==> src/rtl/alu_cmd_ctrl.sv <==
// Frame parser and result returner for the 16-bit ALU: CC,A,B,FUN or DD,FUN in, two result bytes out.
// Latency: last frame byte n -> ALU_EN n+1 -> capture n+2 -> first TX_VALID n+3; TX holds under backpressure.
module alu_cmd_ctrl #(
    parameter int             OPER_WIDTH = 8,
    parameter int             OUT_WIDTH  = 16,
    parameter logic [7:0]     CMD_OPER   = 8'hCC,
    parameter logic [7:0]     CMD_REUSE  = 8'hDD,
    parameter int             TIMEOUT    = 4
) (
    input  logic                  CLK,
    input  logic                  RST,
    input  logic [OPER_WIDTH-1:0] RX_DATA,
    input  logic                  RX_VALID,
    input  logic [OUT_WIDTH-1:0]  ALU_OUT,
    input  logic                  ALU_OUT_VALID,
    output logic [OPER_WIDTH-1:0] ALU_A,
    output logic [OPER_WIDTH-1:0] ALU_B,
    output logic [3:0]            ALU_FUN,
    output logic                  ALU_EN,
    output logic [OPER_WIDTH-1:0] TX_DATA,
    output logic                  TX_VALID,
    input  logic                  TX_READY,
    output logic                  BUSY,
    output logic                  ERR
);

    localparam int TMO_W = $clog2(TIMEOUT + 1);

    typedef enum logic [2:0] {
        IDLE, GET_A, GET_B, GET_FUN, ISSUE, WAIT_RES, SEND_LO, SEND_HI
    } state_t;

    state_t                 state, state_nxt;
    logic [OUT_WIDTH-1:0]   result, result_nxt;
    logic [OPER_WIDTH-1:0]  a_nxt, b_nxt, tx_data_nxt;
    logic [3:0]             fun_nxt;
    logic [TMO_W-1:0]       tmo_cnt, tmo_cnt_nxt;
    logic                   err_nxt;
    logic                   busy_now;

    assign busy_now = !(state inside {IDLE, GET_A, GET_B, GET_FUN});

    always_comb begin
        state_nxt   = state;
        a_nxt       = ALU_A;
        b_nxt       = ALU_B;
        fun_nxt     = ALU_FUN;
        result_nxt  = result;
        tx_data_nxt = TX_DATA;
        tmo_cnt_nxt = '0;
        err_nxt     = 1'b0;

        case (state)
            IDLE: begin
                if (RX_VALID) begin
                    if (RX_DATA == CMD_OPER)
                        state_nxt = GET_A;
                    else if (RX_DATA == CMD_REUSE)
                        state_nxt = GET_FUN;
                    else
                        err_nxt = 1'b1;
                end
            end
            GET_A: begin
                if (RX_VALID) begin
                    a_nxt     = RX_DATA;
                    state_nxt = GET_B;
                end
            end
            GET_B: begin
                if (RX_VALID) begin
                    b_nxt     = RX_DATA;
                    state_nxt = GET_FUN;
                end
            end
            GET_FUN: begin
                if (RX_VALID) begin
                    fun_nxt   = RX_DATA[3:0];
                    state_nxt = ISSUE;
                end
            end
            ISSUE: state_nxt = WAIT_RES;
            WAIT_RES: begin
                if (ALU_OUT_VALID) begin
                    result_nxt  = ALU_OUT;
                    tx_data_nxt = ALU_OUT[OPER_WIDTH-1:0];
                    state_nxt   = SEND_LO;
                end else if (tmo_cnt == TMO_W'(TIMEOUT - 1)) begin
                    err_nxt   = 1'b1;
                    state_nxt = IDLE;
                end else begin
                    tmo_cnt_nxt = tmo_cnt + 1'b1;
                end
            end
            SEND_LO: begin
                if (TX_READY) begin
                    tx_data_nxt = result[OUT_WIDTH-1 -: OPER_WIDTH];
                    state_nxt   = SEND_HI;
                end
            end
            SEND_HI: begin
                if (TX_READY)
                    state_nxt = IDLE;
            end
            default: state_nxt = IDLE;
        endcase

        // Bytes arriving while the command is in flight are dropped, state untouched.
        if (RX_VALID && busy_now)
            err_nxt = 1'b1;
    end

    // Outputs are derived from the next state so they line up with the state register.
    always_ff @(posedge CLK or posedge RST) begin
        if (RST) begin
            state    <= IDLE;
            result   <= '0;
            tmo_cnt  <= '0;
            ALU_A    <= '0;
            ALU_B    <= '0;
            ALU_FUN  <= '0;
            ALU_EN   <= 1'b0;
            TX_DATA  <= '0;
            TX_VALID <= 1'b0;
            BUSY     <= 1'b0;
            ERR      <= 1'b0;
        end else begin
            state    <= state_nxt;
            result   <= result_nxt;
            tmo_cnt  <= tmo_cnt_nxt;
            ALU_A    <= a_nxt;
            ALU_B    <= b_nxt;
            ALU_FUN  <= fun_nxt;
            ALU_EN   <= (state_nxt == ISSUE);
            TX_DATA  <= tx_data_nxt;
            TX_VALID <= (state_nxt inside {SEND_LO, SEND_HI});
            BUSY     <= !(state_nxt inside {IDLE, GET_A, GET_B, GET_FUN});
            ERR      <= err_nxt;
        end
    end

endmodule

==> config.mk <==
export PLATFORM = sky130hd
export DESIGN_NAME = alu_cmd_ctrl
export DESIGN_NICKNAME = d
export VERILOG_FILES = /design/src/rtl/alu_cmd_ctrl.sv
export SDC_FILE = /design/constraint.sdc
export NUM_CORES = 1
export LEC_CHECK = 0
export ABC_AREA = 1
export CORE_AREA = 2 2 70 72
export CTS_BUF_LIST = sky130_fd_sc_hd__clkbuf_16
export DETAILED_ROUTE_END_ITERATION = 10
export DIE_AREA = 0 0 72 74
export PLACE_DENSITY = 0.73
export SLEW_MARGIN = 10
export SYNTH_ARGS = -nofsm -noshare
export SYNTH_HDL_FRONTEND = slang
export SYNTH_SLANG_ARGS = --single-unit
==> constraint.sdc <==
create_clock -name CLK -period 1.7 [get_ports CLK]
set_input_delay 0.34 -clock CLK [delete_from_list [all_inputs] [get_ports CLK]]
set_output_delay 0.34 -clock CLK [all_outputs]
set_load 0.05 [all_outputs]
# Word-level counts from Yosys, hierarchy flattened
# Index checks and enable logic that the tools add are counted.
dict set report totals {
  ram_bits 0
  out_inout_bits 32
  register_bits 54
  rom_bits 0
  mem_count 0
  latch_bits 0
  inputBits 29
}
dict set report op_classes {
  mux 24
  eq_ne 18
  n_reduce_logical 14
  addsub 1
  n_shift 0
  n_bitwise 0
  n_div 0
  order_cmp 0
  multipliers 0
}
# operator n
set ops {}
lappend ops {{two-way mux 3 bit} 13}
lappend ops {{case mux 3 bit (8 select lines)} 1}
lappend ops {{equality test 3 bit (second input constant)} 7}
lappend ops {{equality test 8 bit (second input constant)} 2}
lappend ops {{two-way mux 8 bit} 2}
lappend ops {{case mux 8 bit (2 select lines)} 1}
lappend ops {{equality test 3 x 2 -> 1 bit (second input constant)} 5}
lappend ops {{AND reduction 2 bit} 4}
lappend ops {{nonzero test 4 bit} 2}
lappend ops {{equality test 3 x 1 -> 1 bit (second input constant)} 2}
lappend ops {{logical NOT 3 bit} 2}
lappend ops {{two-way mux 1 bit} 6}
lappend ops {{!= test 2 bit (second input constant)} 2}
lappend ops {{nonzero test 2 bit} 2}
lappend ops {{adder 3 x 1 -> 3 bit (second input constant)} 1}
lappend ops {{AND reduction 3 bit} 1}
lappend ops {{logical NOT 1 bit} 2}
lappend ops {{case mux 1 bit (2 select lines)} 1}
lappend ops {{logical AND 1 bit} 1}

# Logic depth before layout (Yosys ltp)
dict set report depth {
  word_depth 8
  depth_mapped 7
  mapped_depth_nobuf 7
}

# Least setup slack after synthesis
# Ideal clock, no wire load.
dict set report synth_timing {
  kind {reg-to-reg}
  startpoint {register BUSY (netlist name)}
  endpoint {register TX_DATA[0]}
  stages_incl_launch_ff 7
  period_less_slack_ps 1547
  t_required_ps 1627
  n_path_buf 2
  arrival_ps 1473
  setup_time_ps 73
  setup_slack_ps 153
  path_cell_list {dfrtp_1 buf_6 nand3_4 o21ai_4 buf_8 nor2_2 a21oi_2}
}
# item line_no
set synth_rtl {}
lappend synth_rtl {{end signal: assignment} 135} ;# TX_DATA <= tx_data_nxt;
lappend synth_rtl {{end: declaration} 20} ;# output logic [OPER_WIDTH-1:0] TX_DATA,

==> flow_metrics.tcl <==
set metrics [dict create \
    status "finished, final reports clean" \
    drt_iter0_drc 66 \
    gr-usage-met2_pct 26.1 \
    dp_cells 339 \
    rows 25 \
    tns_ns 0 \
    synth_seq_cells 45 \
    slew_headroom_pct 68.0 \
    synth_xor_area_share_pct 0 \
    cts_tree "done" \
    critPathCaptureType "register" \
    fin_skew_ns 0.00628 \
    grt_antenna_before_repair 0 \
    clk_pin_slew_ns 0.06 \
    ys_top_cells_by_area "dfrtp_1 (55%), nand2_1 (9.2%), o21ai_0 (7.3%)" \
    numClockSinks 45 \
    grtUsageMet1_pct 23.0 \
    syn_inst 230 \
    h-tree-depth 2 \
    postCtsHoldBufs 0 \
    hold_viol_final 0 \
    grt.busiest_layer "met2" \
    post_drt_via_cell_ratio 4.65 \
    rsz0062_at_grt "false" \
    post_cts_buffers 0 \
    slowest_stage "dfrtp_1" \
    grt_pass1_wl_microns 6950 \
    synth_top_area_share_pct 55.0 \
    setup_violations 0 \
    muxShareOfSynthArea_pct 0 \
    yosys.area_share.simple_pct 22.9 \
    yosysUniqueCellTypes 25 \
    synth_compound_area_share_pct 13.3 \
    synth_top_family_by_area "simple AND/OR/NAND/NOR gates" \
    ios 61 \
    synth_fa_ha_area_share_pct 0.611 \
    cp.required_ns 1.85 \
    firstDrtPassIters 4 \
    wl_per_cell_microns 12.1 \
    die_y_microns 74 \
    power_density_mw_per_mm2 2030 \
    vdd_drop_max_mv 1.47 \
    period_share_pct 89.4 \
    insertion_delay_ns 0.28 \
    fin_area_sq_mm 0.00276 \
    post_cts_resized 0 \
    power_leakage_nw 1.36 \
    yosys.area.top_type "dfrtp_1" \
    synth.cell_area_sq_mm 0.00205 \
    syn_nets 260 \
    min_period_ns 1.52 \
    finalMaxSlewViolations 0 \
    slowest_delay_ns 0.63 \
    crit_type "register to register" \
    core_area_sq_mm 0.00460 \
    fp.dieW_microns 72 \
    critPathArrivalTime_ns 1.67 \
    worstPathCellList "inv_1 -> nand4_4 -> o21ai_0 -> nor2_1 -> nand3_1" \
    crit_fanout 17 \
    tightest_slew_ns 0.478 \
    hp-class "primary input to asynchronous set/reset pin" \
    clock-root-buffer "clkbuf_16" \
    ys_warn_count 0 \
    cap_viol_max_count 0 \
    p_total_mw 5.60 \
    portBuffers 60 \
    wl_microns 4200 \
    drtAntennaViolNets 0 \
    initial_core_util_pct 44.5 \
    drc_errors 0 \
    gp_congestion 0.876 \
    final_util_pct 60.1 \
    syn2layout_area_growth_pct 34.9 \
    fmax_mhz 658 \
    grt_max_degree 46 \
    first_global_vias 1522 \
    grt.total_usage_pct 16.8 \
    vias 1613 \
    numCtsBuffers 5 \
    grt_use_met3_pct 5.28 \
    fin_cells 347 \
    cts_buffer_depth 2 \
    drive_gt1_share_pct 18.4 \
    antenna-diode-count 0 \
    fin_nets 322 \
    syn_avg_cell_area_sq_um 8.91 \
    overflow 0 \
    hpwl_microns 3120 \
    critPathLaunchType "register" \
    place_area_sq_mm 0.00262 \
    dieArea_sq_mm 0.00533 \
    ys_seq_area_share_pct 55.0 \
]
==> state kept, by name, indices dropped and copies added, names as in the netlist <==
register and count:
ALU_A 8, ALU_B 8, ALU_EN 1, ALU_FUN 4, BUSY 1, ERR 1, TX_DATA 8, TX_VALID 1
result 8, state 2, tmo_cnt 3
==> cells in the mapped netlist (all sizes together) <==
cell type  count
buf            8
nor2          30
and2           1
nor3           4
nand2         50
nand4          3
a21oi         17
dfrtp         45
inv           28
o21ai         32
nand3         10
ha             1
o21a           1
==> metrics by stage <==
| step | worst slack [ns] | hold WS, ns |
|---|---|---|
| after detailed placement | 0.0484 | 0.442 |
| after CTS | 0.164 | 0.413 |
| after global placement | 0.0961 | 0.431 |
| after floorplan | 0.153 | 0.415 |
| final | 0.180 | 0.409 |
| after global routing | 0.0201 | 0.437 |
==> cells in the final DEF, fill, tap and decap left out, types with 3 or more instances in the layout <==
| master | n |
|---|---|
| a21oi_1 | 15 |
| buf_4 | 33 |
| clkbuf_16 | 5 |
| clkdlybuf4s50_1 | 28 |
| dfrtp_1 | 45 |
| inv_1 | 27 |
| nand2_1 | 50 |
| nand3_1 | 7 |
| nand3_4 | 3 |
| nor2_1 | 27 |
| nor3_1 | 4 |
| o21ai_0 | 30 |
==> power breakdown <==
group	switching [mW]	internal, mW	leakage, nW
Clock	0.368	0.533	0.0724
Combinational	1.96	0.890	0.729
Sequential	0.313	1.54	0.555
Total	2.64	2.96	1.36
==> final cells by class <==
| class | count | area (sq um) |
|---|---|---|
| well taps | 54 | 67.6 |
| multi-input cells | 149 | 753 |
| clock buffers | 5 | 125 |
| flip-flops and latches | 45 | 1130 |
| inverters | 28 | 108 |
| repair buffers | 63 | 568 |
| clock inverters | 3 | 15.0 |
| fillers | 398 | 1840 |
==> critical path: cells and delay by family (launching register included) <==
family	cells	cell delay, ns
flops	1	0.63
buf+inv	1	0.24
compound gates	1	0.13
simple gates	3	0.39
==> cell families (layout without fill, tap and decap cells) <==
logic type	after synthesis	after routing
AOI/OAI and AO/OA	50	50
DFF	45	45
adders and majority gates	1	1
and+or+nand+nor	98	98
buffers and inverters	36	99
==> layer usage <==
layer | share of wire (%) | vias up
met1 | 47 | 696
met3 | 7.5 | 2
met5 | 0 | -
met2 | 45 | 59
met4 | 0.26 | 0
li1 | - | 856
==> path summary, 6_finish.rpt <==
kind | start | end | slack (ns) | depth (start not counted)
setup / recovery | BUSY | state[0] | 0.18 | 5
hold / removal | RST | TX_DATA[1] | 0.41 | 3
setup reg to reg | BUSY | state[0] | 0.18 | 5
hold reg to reg | tmo_cnt[0] | tmo_cnt[0] | 0.45 | 1
max in group asynchronous | RST | TX_DATA[2] | 1.08 | 3
min in group CLK | tmo_cnt[0] | tmo_cnt[0] | 0.45 | 1
Note: power is estimated with default switching activity, not from simulation.
